$ cat src/rtl/uart_mmio_if.sv
// uart_mmio_if: CPU data-bus and UART byte-interface signals of uart_mmio.
// master = CPU bus plus UART controller side, slave = uart_mmio.
interface uart_mmio_if;
  logic [1:0]  addr;
  logic        we;
  logic        re;
  logic [31:0] wdata;
  logic [31:0] rdata;
  logic [7:0]  din;
  logic        din_rdy;
  logic        tx_rdy;
  logic [7:0]  dout;
  logic        dout_rdy;
  logic        irq;

  modport master (
    output addr, we, re, wdata, tx_rdy, dout, dout_rdy,
    input  rdata, din, din_rdy, irq
  );

  modport slave (
    input  addr, we, re, wdata, tx_rdy, dout, dout_rdy,
    output rdata, din, din_rdy, irq
  );
endinterface

$ cat src/rtl/uart_mmio.sv
// uart_mmio: memory-mapped front end for the UART controller.
// TX FIFO drained into the controller through a small handshake FSM, RX FIFO
// filled from dout/dout_rdy, DATA/STATUS/CTRL registers on the CPU bus.
// Optional feature macro UART_MMIO_IRQ_EN: when defined, CTRL holds rx_ie/tx_ie
// and irq is a registered level interrupt; otherwise CTRL reads 0 and irq is 0.
module uart_mmio #(
  parameter int FIFO_AW = 3
) (
  input  logic      clk,
  input  logic      rst,
  uart_mmio_if.slave bus
);

  localparam int DEPTH = 1 << FIFO_AW;
  localparam logic [FIFO_AW:0] PTR_ONE = 1;

  localparam logic [1:0] A_DATA   = 2'd0;
  localparam logic [1:0] A_STATUS = 2'd1;
  localparam logic [1:0] A_CTRL   = 2'd2;

  typedef enum logic [1:0] {
    T_IDLE = 2'd0,
    T_SEND = 2'd1,
    T_BUSY = 2'd2,
    T_WAIT = 2'd3
  } tx_state_t;

  tx_state_t        tx_state;

  logic [7:0]       tx_mem [DEPTH];
  logic [7:0]       rx_mem [DEPTH];
  logic [FIFO_AW:0] tx_wp, tx_rp;
  logic [FIFO_AW:0] rx_wp, rx_rp;

  logic             tx_empty, tx_full;
  logic             rx_empty, rx_full;
  logic [7:0]       tx_head, rx_head;

  logic             rx_ovr, tx_ovr;
  logic [31:0]      rdata_q;
  logic [7:0]       din_q;
  logic             din_rdy_q;
  logic [31:0]      status_word;
  logic [31:0]      ctrl_word;

  logic             wr_data, wr_status, rd_any, rd_data;
  logic             tx_pop, tx_push;
  logic             rx_pop, rx_push;

  // Upper write-data bits carry nothing for this block.
  logic             unused_wdata;
  assign unused_wdata = ^bus.wdata[31:8];

  // FIFO flags: pointers carry one extra wrap bit.
  assign tx_empty = (tx_wp == tx_rp);
  assign tx_full  = (tx_wp[FIFO_AW] != tx_rp[FIFO_AW]) &&
                    (tx_wp[FIFO_AW-1:0] == tx_rp[FIFO_AW-1:0]);
  assign rx_empty = (rx_wp == rx_rp);
  assign rx_full  = (rx_wp[FIFO_AW] != rx_rp[FIFO_AW]) &&
                    (rx_wp[FIFO_AW-1:0] == rx_rp[FIFO_AW-1:0]);

  assign tx_head = tx_mem[tx_rp[FIFO_AW-1:0]];
  assign rx_head = rx_mem[rx_rp[FIFO_AW-1:0]];

  // A write wins over a simultaneous read; the read is then dropped.
  assign wr_data   = bus.we && (bus.addr == A_DATA);
  assign wr_status = bus.we && (bus.addr == A_STATUS);
  assign rd_any    = bus.re && !bus.we;
  assign rd_data   = rd_any && (bus.addr == A_DATA);

  // The head byte is latched into din and popped on the edge that enters
  // T_SEND, so din/din_rdy come straight from flops during T_SEND.
  assign tx_pop  = (tx_state == T_IDLE) && bus.tx_rdy && !tx_empty;
  assign tx_push = wr_data && (!tx_full || tx_pop);

  // A same-cycle pop frees a slot, so a push into a full RX FIFO still lands.
  assign rx_pop  = rd_data && !rx_empty;
  assign rx_push = bus.dout_rdy && (!rx_full || rx_pop);

  assign status_word = {26'd0, tx_ovr, rx_ovr, tx_full, tx_empty, rx_full, !rx_empty};

`ifdef UART_MMIO_IRQ_EN
  logic [1:0] ctrl;
  logic       irq_q;

  assign ctrl_word = {30'd0, ctrl};

  // CTRL register: bit 0 rx_ie, bit 1 tx_ie.
  always_ff @(posedge clk or posedge rst) begin
    if (rst) begin
      ctrl <= 2'b00;
    end else if (bus.we && (bus.addr == A_CTRL)) begin
      ctrl <= bus.wdata[1:0];
    end
  end

  // Registered interrupt level, one cycle behind its sources.
  always_ff @(posedge clk or posedge rst) begin
    if (rst) begin
      irq_q <= 1'b0;
    end else begin
      irq_q <= (ctrl[0] && !rx_empty) || (ctrl[1] && tx_empty);
    end
  end

  assign bus.irq = irq_q;
`else
  assign ctrl_word = 32'd0;
  assign bus.irq   = 1'b0;
`endif

  // FIFO storage; contents need no reset because the pointers define validity.
  always_ff @(posedge clk) begin
    if (tx_push) begin
      tx_mem[tx_wp[FIFO_AW-1:0]] <= bus.wdata[7:0];
    end
    if (rx_push) begin
      rx_mem[rx_wp[FIFO_AW-1:0]] <= bus.dout;
    end
  end

  // FIFO pointers; reset empties both FIFOs.
  always_ff @(posedge clk or posedge rst) begin
    if (rst) begin
      tx_wp <= '0;
      tx_rp <= '0;
      rx_wp <= '0;
      rx_rp <= '0;
    end else begin
      if (tx_push) tx_wp <= tx_wp + PTR_ONE;
      if (tx_pop)  tx_rp <= tx_rp + PTR_ONE;
      if (rx_push) rx_wp <= rx_wp + PTR_ONE;
      if (rx_pop)  rx_rp <= rx_rp + PTR_ONE;
    end
  end

  // Sticky overflow flags; a new overflow outranks a clear in the same cycle.
  always_ff @(posedge clk or posedge rst) begin
    if (rst) begin
      rx_ovr <= 1'b0;
      tx_ovr <= 1'b0;
    end else begin
      if (bus.dout_rdy && !rx_push) begin
        rx_ovr <= 1'b1;
      end else if (wr_status && bus.wdata[4]) begin
        rx_ovr <= 1'b0;
      end
      if (wr_data && !tx_push) begin
        tx_ovr <= 1'b1;
      end else if (wr_status && bus.wdata[5]) begin
        tx_ovr <= 1'b0;
      end
    end
  end

  // Registered read data, held until the next accepted read.
  always_ff @(posedge clk or posedge rst) begin
    if (rst) begin
      rdata_q <= 32'd0;
    end else if (rd_any) begin
      case (bus.addr)
        A_DATA:   rdata_q <= rx_empty ? 32'd0 : {24'd0, rx_head};
        A_STATUS: rdata_q <= status_word;
        A_CTRL:   rdata_q <= ctrl_word;
        default:  rdata_q <= 32'd0;
      endcase
    end
  end

  // TX drain FSM: one strobe per byte, then a full low-high cycle of tx_rdy.
  always_ff @(posedge clk or posedge rst) begin
    if (rst) begin
      tx_state  <= T_IDLE;
      din_q     <= 8'd0;
      din_rdy_q <= 1'b0;
    end else begin
      case (tx_state)
        T_IDLE: begin
          din_rdy_q <= 1'b0;
          if (tx_pop) begin
            din_q     <= tx_head;
            din_rdy_q <= 1'b1;
            tx_state  <= T_SEND;
          end
        end
        T_SEND: begin
          din_rdy_q <= 1'b0;
          tx_state  <= T_BUSY;
        end
        T_BUSY: begin
          din_rdy_q <= 1'b0;
          if (!bus.tx_rdy) tx_state <= T_WAIT;
        end
        T_WAIT: begin
          din_rdy_q <= 1'b0;
          if (bus.tx_rdy) tx_state <= T_IDLE;
        end
        default: begin
          din_rdy_q <= 1'b0;
          tx_state  <= T_IDLE;
        end
      endcase
    end
  end

  assign bus.rdata   = rdata_q;
  assign bus.din     = din_q;
  assign bus.din_rdy = din_rdy_q;

endmodule

$ cat src/flat_wrapper.sv
// flat-port wrapper written by rule: the top's interface ports become plain ports
module uart_mmio_flat 
#(
  parameter int FIFO_AW = 3
)
  (clk, rst, bus_addr, bus_we, bus_re, bus_wdata, bus_tx_rdy, bus_dout, bus_dout_rdy, bus_rdata, bus_din, bus_din_rdy, bus_irq);
  uart_mmio_if bus_i ();
  input  logic clk;
  input  logic rst;
  input wire logic [$bits(bus_i.addr)-1:0] bus_addr;
  input wire logic [$bits(bus_i.we)-1:0] bus_we;
  input wire logic [$bits(bus_i.re)-1:0] bus_re;
  input wire logic [$bits(bus_i.wdata)-1:0] bus_wdata;
  input wire logic [$bits(bus_i.tx_rdy)-1:0] bus_tx_rdy;
  input wire logic [$bits(bus_i.dout)-1:0] bus_dout;
  input wire logic [$bits(bus_i.dout_rdy)-1:0] bus_dout_rdy;
  output wire logic [$bits(bus_i.rdata)-1:0] bus_rdata;
  output wire logic [$bits(bus_i.din)-1:0] bus_din;
  output wire logic [$bits(bus_i.din_rdy)-1:0] bus_din_rdy;
  output wire logic [$bits(bus_i.irq)-1:0] bus_irq;
  assign bus_i.addr = bus_addr;
  assign bus_i.we = bus_we;
  assign bus_i.re = bus_re;
  assign bus_i.wdata = bus_wdata;
  assign bus_i.tx_rdy = bus_tx_rdy;
  assign bus_i.dout = bus_dout;
  assign bus_i.dout_rdy = bus_dout_rdy;
  assign bus_rdata = bus_i.rdata;
  assign bus_din = bus_i.din;
  assign bus_din_rdy = bus_i.din_rdy;
  assign bus_irq = bus_i.irq;
  uart_mmio #(.FIFO_AW(FIFO_AW)) u_core (.clk(clk), .rst(rst), .bus(bus_i));
endmodule
$ cat config.mk
export PLATFORM = sky130hd
export DESIGN_NAME = uart_mmio_flat
export DESIGN_NICKNAME = d
export VERILOG_FILES = /design/src/rtl/uart_mmio_if.sv /design/src/rtl/uart_mmio.sv /design/src/flat_wrapper.sv
export SDC_FILE = /design/constraint.sdc
export NUM_CORES = 1
export LEC_CHECK = 0
export ABC_AREA = 1
export CORE_ASPECT_RATIO = 0.5
export CORE_MARGIN = 4
export CORE_UTILIZATION = 55
export CTS_CLUSTER_DIAMETER = 120
export DETAILED_ROUTE_END_ITERATION = 8
export GPL_TIMING_DRIVEN = 0
export PLACE_DENSITY = 0.78
export SYNTH_ARGS = -nofsm -noshare
export SYNTH_HDL_FRONTEND = slang
export SYNTH_SLANG_ARGS = --single-unit
$ cat constraint.sdc
create_clock -name clk -period 3.59 [get_ports clk]
set_input_delay 1.077 -clock clk [delete_from_list [all_inputs] [get_ports clk]]
set_output_delay 1.077 -clock clk [all_outputs]
set_load 0.05 [all_outputs]
==> impl_metrics.toml, run 1 <==
[clocking]
cts_buffers = 17
clkSinkCount = 165
ctsLongestPathBuffers = 2
root_buffer = "clkbuf_16"
cts.clk_slew.worst_paths_ns = 0.07
cts_resized = 0
holdBufCountCts = 0
htreeDepth = 4
cts_tree = "yes"
post_cts_buffers = 0
clk_latency_ns = 0.43

[sta]
max_freq_mhz = 326
tightest_slew_ns = 0.970
post-route-min-period_ns = 3.07
fin_ws_ns = 0.520
slew_headroom = 0.350
hold_viol_final = 0
setup_violations = 0
hold_slack_ns = 0.482
post-route-period-util = 0.855
rsz0062_at_grt = "false"
drv_slew = 0
finalClockSkew_ns = 0.0127

[pwr]
seq_power_share = 0.358
peakVddDrop_v = 0.000401
p_leak_nw = 3.68
power.internal_mw = 4.22
switchingPower_mw = 2.87
comb_power_share = 0.398
power_density_nw_per_um2 = 816
swShare = 0.404
clkPwrFrac = 0.244

[finish]
final_core_util = 0.673
n_antenna_cell = 0
nNetsFinal = 861
stdcell_area_sq_um = 8690
fin_cells = 989
final_layout_size_suffix_gt1_frac = 0.127
area_growth_pct = 17.2
fill_cells = 987

[global_routing]
grt_overflow = 0
grt_util_all_layers = 0.215
grt_pass1_wl_microns = 25500
grt_max_degree = 38
antenna_found_initial = 0
grt_pass1_vias = 5032

[floorplan]
dieArea_sq_um = 15500
std_cell_rows = 29
pin_count = 90
coreArea_sq_um = 12900
start_util = 0.574
die_x_microns = 172
die_h_microns = 90.1

[detailed_routing]
routed_wl_microns = 16200
vias_per_cell = 5.29
route.detailed.drc = 0
routedWlPerCell_microns = 16.3
ant_nets = 0
via_count = 5232
drtIter0Drc = 454
drt-pass1-iter-count = 5

[logic_synthesis]
synth_warnings = 0
synth.area.top_cells = "edfxtp_1, dfrtp_1, nand2_1"
avgSynthCellArea_sq_um = 10.3
yosysTopAreaCell = "edfxtp_1"
ys_ff_latch = 165
syn-cell-area_sq_um = 7420
synth_cell_types = 34
synth_top_area_share = 0.518
ys_seq_area_frac = 0.643
syn_inst = 723

[placed_design]
portBuffers = 40
dp_slack_ns = -0.233
routabilityCongestion = 0.902
dpl.hpwl_microns = 10300
post_dp_cell_area_sq_um = 8120
placedCellCount = 957

[critical_path]
cp-start-kind = "primary input"
cp_data_arrival_time_ns = 3.12
regToRegSetupSlack_ns = 1.17
rr_endpoint = "u_core.tx_mem[6][5]"
crit_required_ns = 3.64
crit_fanout = 8
r2r_cells = 10
critPathKind = "primary input to register"
cp-end-kind = "register"
reg2reg_from = "u_core.tx_rp[1]"

[status]
status = "finished, final reports clean"

[min_path]
min_from = "u_core.bus.din[7]"
worstHoldPathCells = 2
whs_endpoint = "u_core.bus.din[7]"
hp-class = "register to register"

[flow_run]
cap_violations = 0
cells by family after synthesis:
family | share of synthesized area
AOI/OAI and AO/OA | 0.0523
xor gates and xnor gates | 0.0128
adders and majority gates | 0.0118
buffers and inverters | 0.0795
DFF | 0.643
muxes | 0.00135
other | 0.000506
and+or+nand+nor | 0.199
state kept, by name, summed over array words and instances (netlist names):
| register | cells |
|---|---|
| u_core.tx_mem | 64 |
| u_core.tx_ovr | 1 |
| u_core.bus.din_rdy | 1 |
| u_core.rx_ovr | 1 |
| u_core.rx_rp | 4 |
| u_core.bus.rdata | 8 |
| u_core.rx_wp | 4 |
| u_core.rx_mem | 64 |
| u_core.tx_rp | 4 |
| u_core.bus.din | 8 |
| u_core.tx_wp | 4 |
| u_core.tx_state | 2 |
cell usage after synthesis, drive strengths merged:
library cell  number
xor2               8
nor2              74
nand4              3
dfrtp             37
nand3             38
o2bb2ai            1
clkbuf             7
buf               46
edfxtp           128
o22ai             20
mux2i              1
a21oi              5
nand2            236
or2                1
xnor2              2
ha                 7
nor3               3
o21ai             45
inv               60
conb               1
routing by layer:
| layer | global-route usage | wire, microns |
|---|---|---|
| met3 | 0.0561 | 1430 |
| met4 | 0.103 | 369 |
| met2 | 0.349 | 7830 |
| met5 | 0 | 0 |
| met1 | 0.269 | 6530 |
worst max path at each step:
| stage | start | end | slack, ns | depth (start not counted) |
|---|---|---|---|---|
| after floorplan | bus_addr[1] | u_core.rx_mem[1][0] | 0.94 | 7 |
| after global placement | bus_we | u_core.rx_mem[3][4] | -0.25 | 8 |
| after detailed placement | bus_we | u_core.rx_mem[1][4] | -0.23 | 8 |
| after CTS | bus_we | u_core.rx_mem[1][1] | 0.22 | 8 |
| after global routing | bus_we | u_core.rx_mem[4][1] | 0.33 | 8 |
| final | bus_addr[1] | u_core.tx_mem[6][5] | 0.52 | 6 |
critical path: stages:
cell and delay, ns:
clkdlybuf4s50_1 0.45, nor2_1 0.18, inv_1 0.10, nor2_1 0.36, nand3_1 0.24, nor2_1 0.72
final cells by class:
type | count | area (sq um) | share of cell area
Buffer | 53 | 357 | 0.0410
Tap cell | 170 | 213 | 0.0245
Multi-Input combinational cell | 469 | 2160 | 0.249
Inverter | 60 | 233 | 0.0268
Clock inverter | 13 | 128 | 0.0147
Timing Repair Buffer | 40 | 400 | 0.0460
Clock buffer | 19 | 433 | 0.0498
Sequential cell | 165 | 4770 | 0.549
power groups by stage:
stage	Clock [mW]	Combinational (mW)	Sequential, mW
after detailed placement	0	2.77	2.57
after floorplan	0	1.78	2.78
after CTS	1.74	2.80	2.54
after global placement	0	2.69	2.56
after global routing	1.83	3.12	2.56
final	1.73	2.82	2.54
through the flow:
| step | setup TNS, ns | power, mW |
|---|---|---|
| after floorplan | 0 | 4.55 |
| after global placement | -4.37 | 5.25 |
| after detailed placement | -3.71 | 5.34 |
| after CTS | 0 | 7.07 |
| after global routing | 0 | 7.51 |
| final | 0 | 7.09 |
cells in the final DEF (no fill, tap or decap), types with 8 or more instances in the layout:
cell / n
nand2_1: 229
buf_4: 30
nand3_1: 38
conb_1: 25
clkbuf_16: 17
edfxtp_1: 128
clkdlybuf4s50_1: 40
inv_1: 49
o22ai_1: 20
buf_2: 11
nor2_1: 68
inv_2: 8
clkbuf_1: 9
dfrtp_1: 37
o21ai_0: 43
No activity file was read; power rests on OpenSTA's default activity.
==> run 2: changes to the inputs <==
CORE_MARGIN = unset   (was 4)
==> impl_metrics.toml, run 2 (synthesized netlist as in run 1, its figures left out) <==
[floorplan]
coreArea_sq_um = 12900
die_x_microns = 166
dieArea_sq_um = 14000
pin_count = 90
die_h_microns = 84.1
start_util = 0.574
std_cell_rows = 29

[global_routing]
met1_usage = 0.303
grt_overflow = 0
antenna_found_initial = 0
use_met3 = 0.0498
grt_util_all_layers = 0.239
grt_pass1_wl_microns = 25200
grt_max_degree = 38
grt_util_met2 = 0.412
grt_pass1_vias = 5001
grt-busiest-layer = "met2"

[pwr]
comb_power_share = 0.400
switchingPower_mw = 2.87
clkPwrFrac = 0.242
swShare = 0.404
power.internal_mw = 4.22
p_total_mw = 7.09
seq_power_share = 0.358
p_leak_nw = 3.68
peakVddDrop_v = 0.000336
power_density_nw_per_um2 = 817

[critical_path]
reg2reg_from = "u_core.rx_rp[1]"
cp_data_arrival_time_ns = 3.37
cpMaxStageDelayCell = "nor3_1"
cp_common_cell = "inv_1"
cp-end-kind = "register"
critPathKind = "primary input to register"
r2r_cells = 8
regToRegSetupSlack_ns = 0.92
crit_fanout = 9
critPathMaxStageDelay_ns = 1.06
crit_path_cell_trace = "clkdlybuf4s50_1 > inv_1 > nand2_1 > nor2_1 > inv_1 > nand4_2 > nand2_4 > nor3_1"
rr_endpoint = "u_core.rx_mem[5][3]"
crit_required_ns = 3.62
cp-start-kind = "primary input"

[clocking]
cts_resized = 0
cts.clk_slew.worst_paths_ns = 0.06
clkSinkCount = 165
htreeDepth = 4
cts_tree = "yes"
clk_latency_ns = 0.43
ctsLongestPathBuffers = 2
holdBufCountCts = 0
root_buffer = "clkbuf_16"
cts_buffers = 17
post_cts_buffers = 0

[detailed_routing]
routed_wl_microns = 16200
route.detailed.drc = 5
drtIter0Drc = 546
ant_nets = 0
vias_per_cell = 5.34
drt-pass1-iter-count = 8
routedWlPerCell_microns = 16.4
via_count = 5284

[sta]
setup_violations = 0
hold_viol_final = 0
drv_slew = 0
post-route-min-period_ns = 3.34
final.setup.tns_ns = 0
post-route-period-util = 0.930
tightest_slew_ns = 1.37
finalClockSkew_ns = 0.0103
hold_slack_ns = 0.484
slew_headroom = 0.0765
max_freq_mhz = 300
rsz0062_at_grt = "false"

[placed_design]
dpl.hpwl_microns = 10300
routabilityCongestion = 0.839
portBuffers = 40

[finish]
area_growth_pct = 17.1
nNetsFinal = 862
fill_cells = 945
n_antenna_cell = 0
final_layout_size_suffix_gt1_frac = 0.126
layout_common_cells = "nand2_1, edfxtp_1, nor2_1"
final_core_util = 0.672
final_common_cell = "nand2_1"

[min_path]
whs_endpoint = "u_core.bus.din[2]"
min_from = "u_core.bus.din[2]"
hp-class = "register to register"
worstHoldPathCells = 2

[status]
violations = "DRC"
status = "finished, violations left"

[flow_run]
cap_violations = 0
-- run 2: changes by cell type in the layout (fill, tap and decap cells not counted) --
cell      delta
buf_4        +1
clkbuf_1     -1
clkinv_1     +1
clkinv_2     +1
clkinv_4     -4
inv_6        +4
inv_8        -1
nor3_1       +2
nor3_2       -2
-- run 2: critical path: cells and delay by family --
family	cells	cell delay [ns]
and+or+nand+nor	5	1.61
buffers and inverters	3	0.67
-- run 2: final cells by class --
cell class	instances	area, sq um	share of cell area
clock inverters	14	125	0.0144
inverters	60	233	0.0268
multi-input cells	469	2150	0.248
plain buffers	53	357	0.0411
clock buffers	18	429	0.0494
well taps	170	213	0.0245
repair buffers	41	408	0.0470
flip-flops and latches	165	4770	0.549
-- run 2: layer usage --
layer | part of all wire | vias up
met3 | 0.076 | 43
met2 | 0.50 | 268
met5 | 0 | -
met1 | 0.41 | 2466
li1 | - | 2507
met4 | 0.022 | 0
-- run 2: worst max path at each step --
stage	startpoint	to	slack [ns]	depth (start not counted)
after global routing	bus_we	u_core.rx_mem[5][1]	0.10	8
after detailed placement	bus_we	u_core.rx_mem[1][4]	-0.34	8
final	bus_we	u_core.rx_mem[5][3]	0.25	8
after CTS	bus_we	u_core.rx_mem[1][1]	0.09	8
after global placement	bus_we	u_core.rx_mem[3][4]	-0.23	8
after floorplan	bus_addr[1]	u_core.rx_mem[1][0]	0.94	7
-- run 2: power groups by stage --
stage          logic (mW)  clock network, mW  registers [mW]
2_1_floorplan        1.78                  0            2.78
3_3_place_gp         2.69                  0            2.56
3_5_place_dp         2.77                  0            2.57
4_1_cts              2.81               1.73            2.54
5_1_grt              3.10               1.80            2.57
6_report             2.84               1.72            2.54
-- run 2: metrics by stage --
stage / area [sq um] / setup slack, ns / cells
2_1_floorplan: 7510 / 0.941 / 747
3_3_place_gp: 8120 / -0.232 / 957
3_5_place_dp: 8130 / -0.344 / 958
4_1_cts: 8680 / 0.0924 / 990
5_1_grt: 8690 / 0.101 / 990
6_report: 8690 / 0.252 / 990
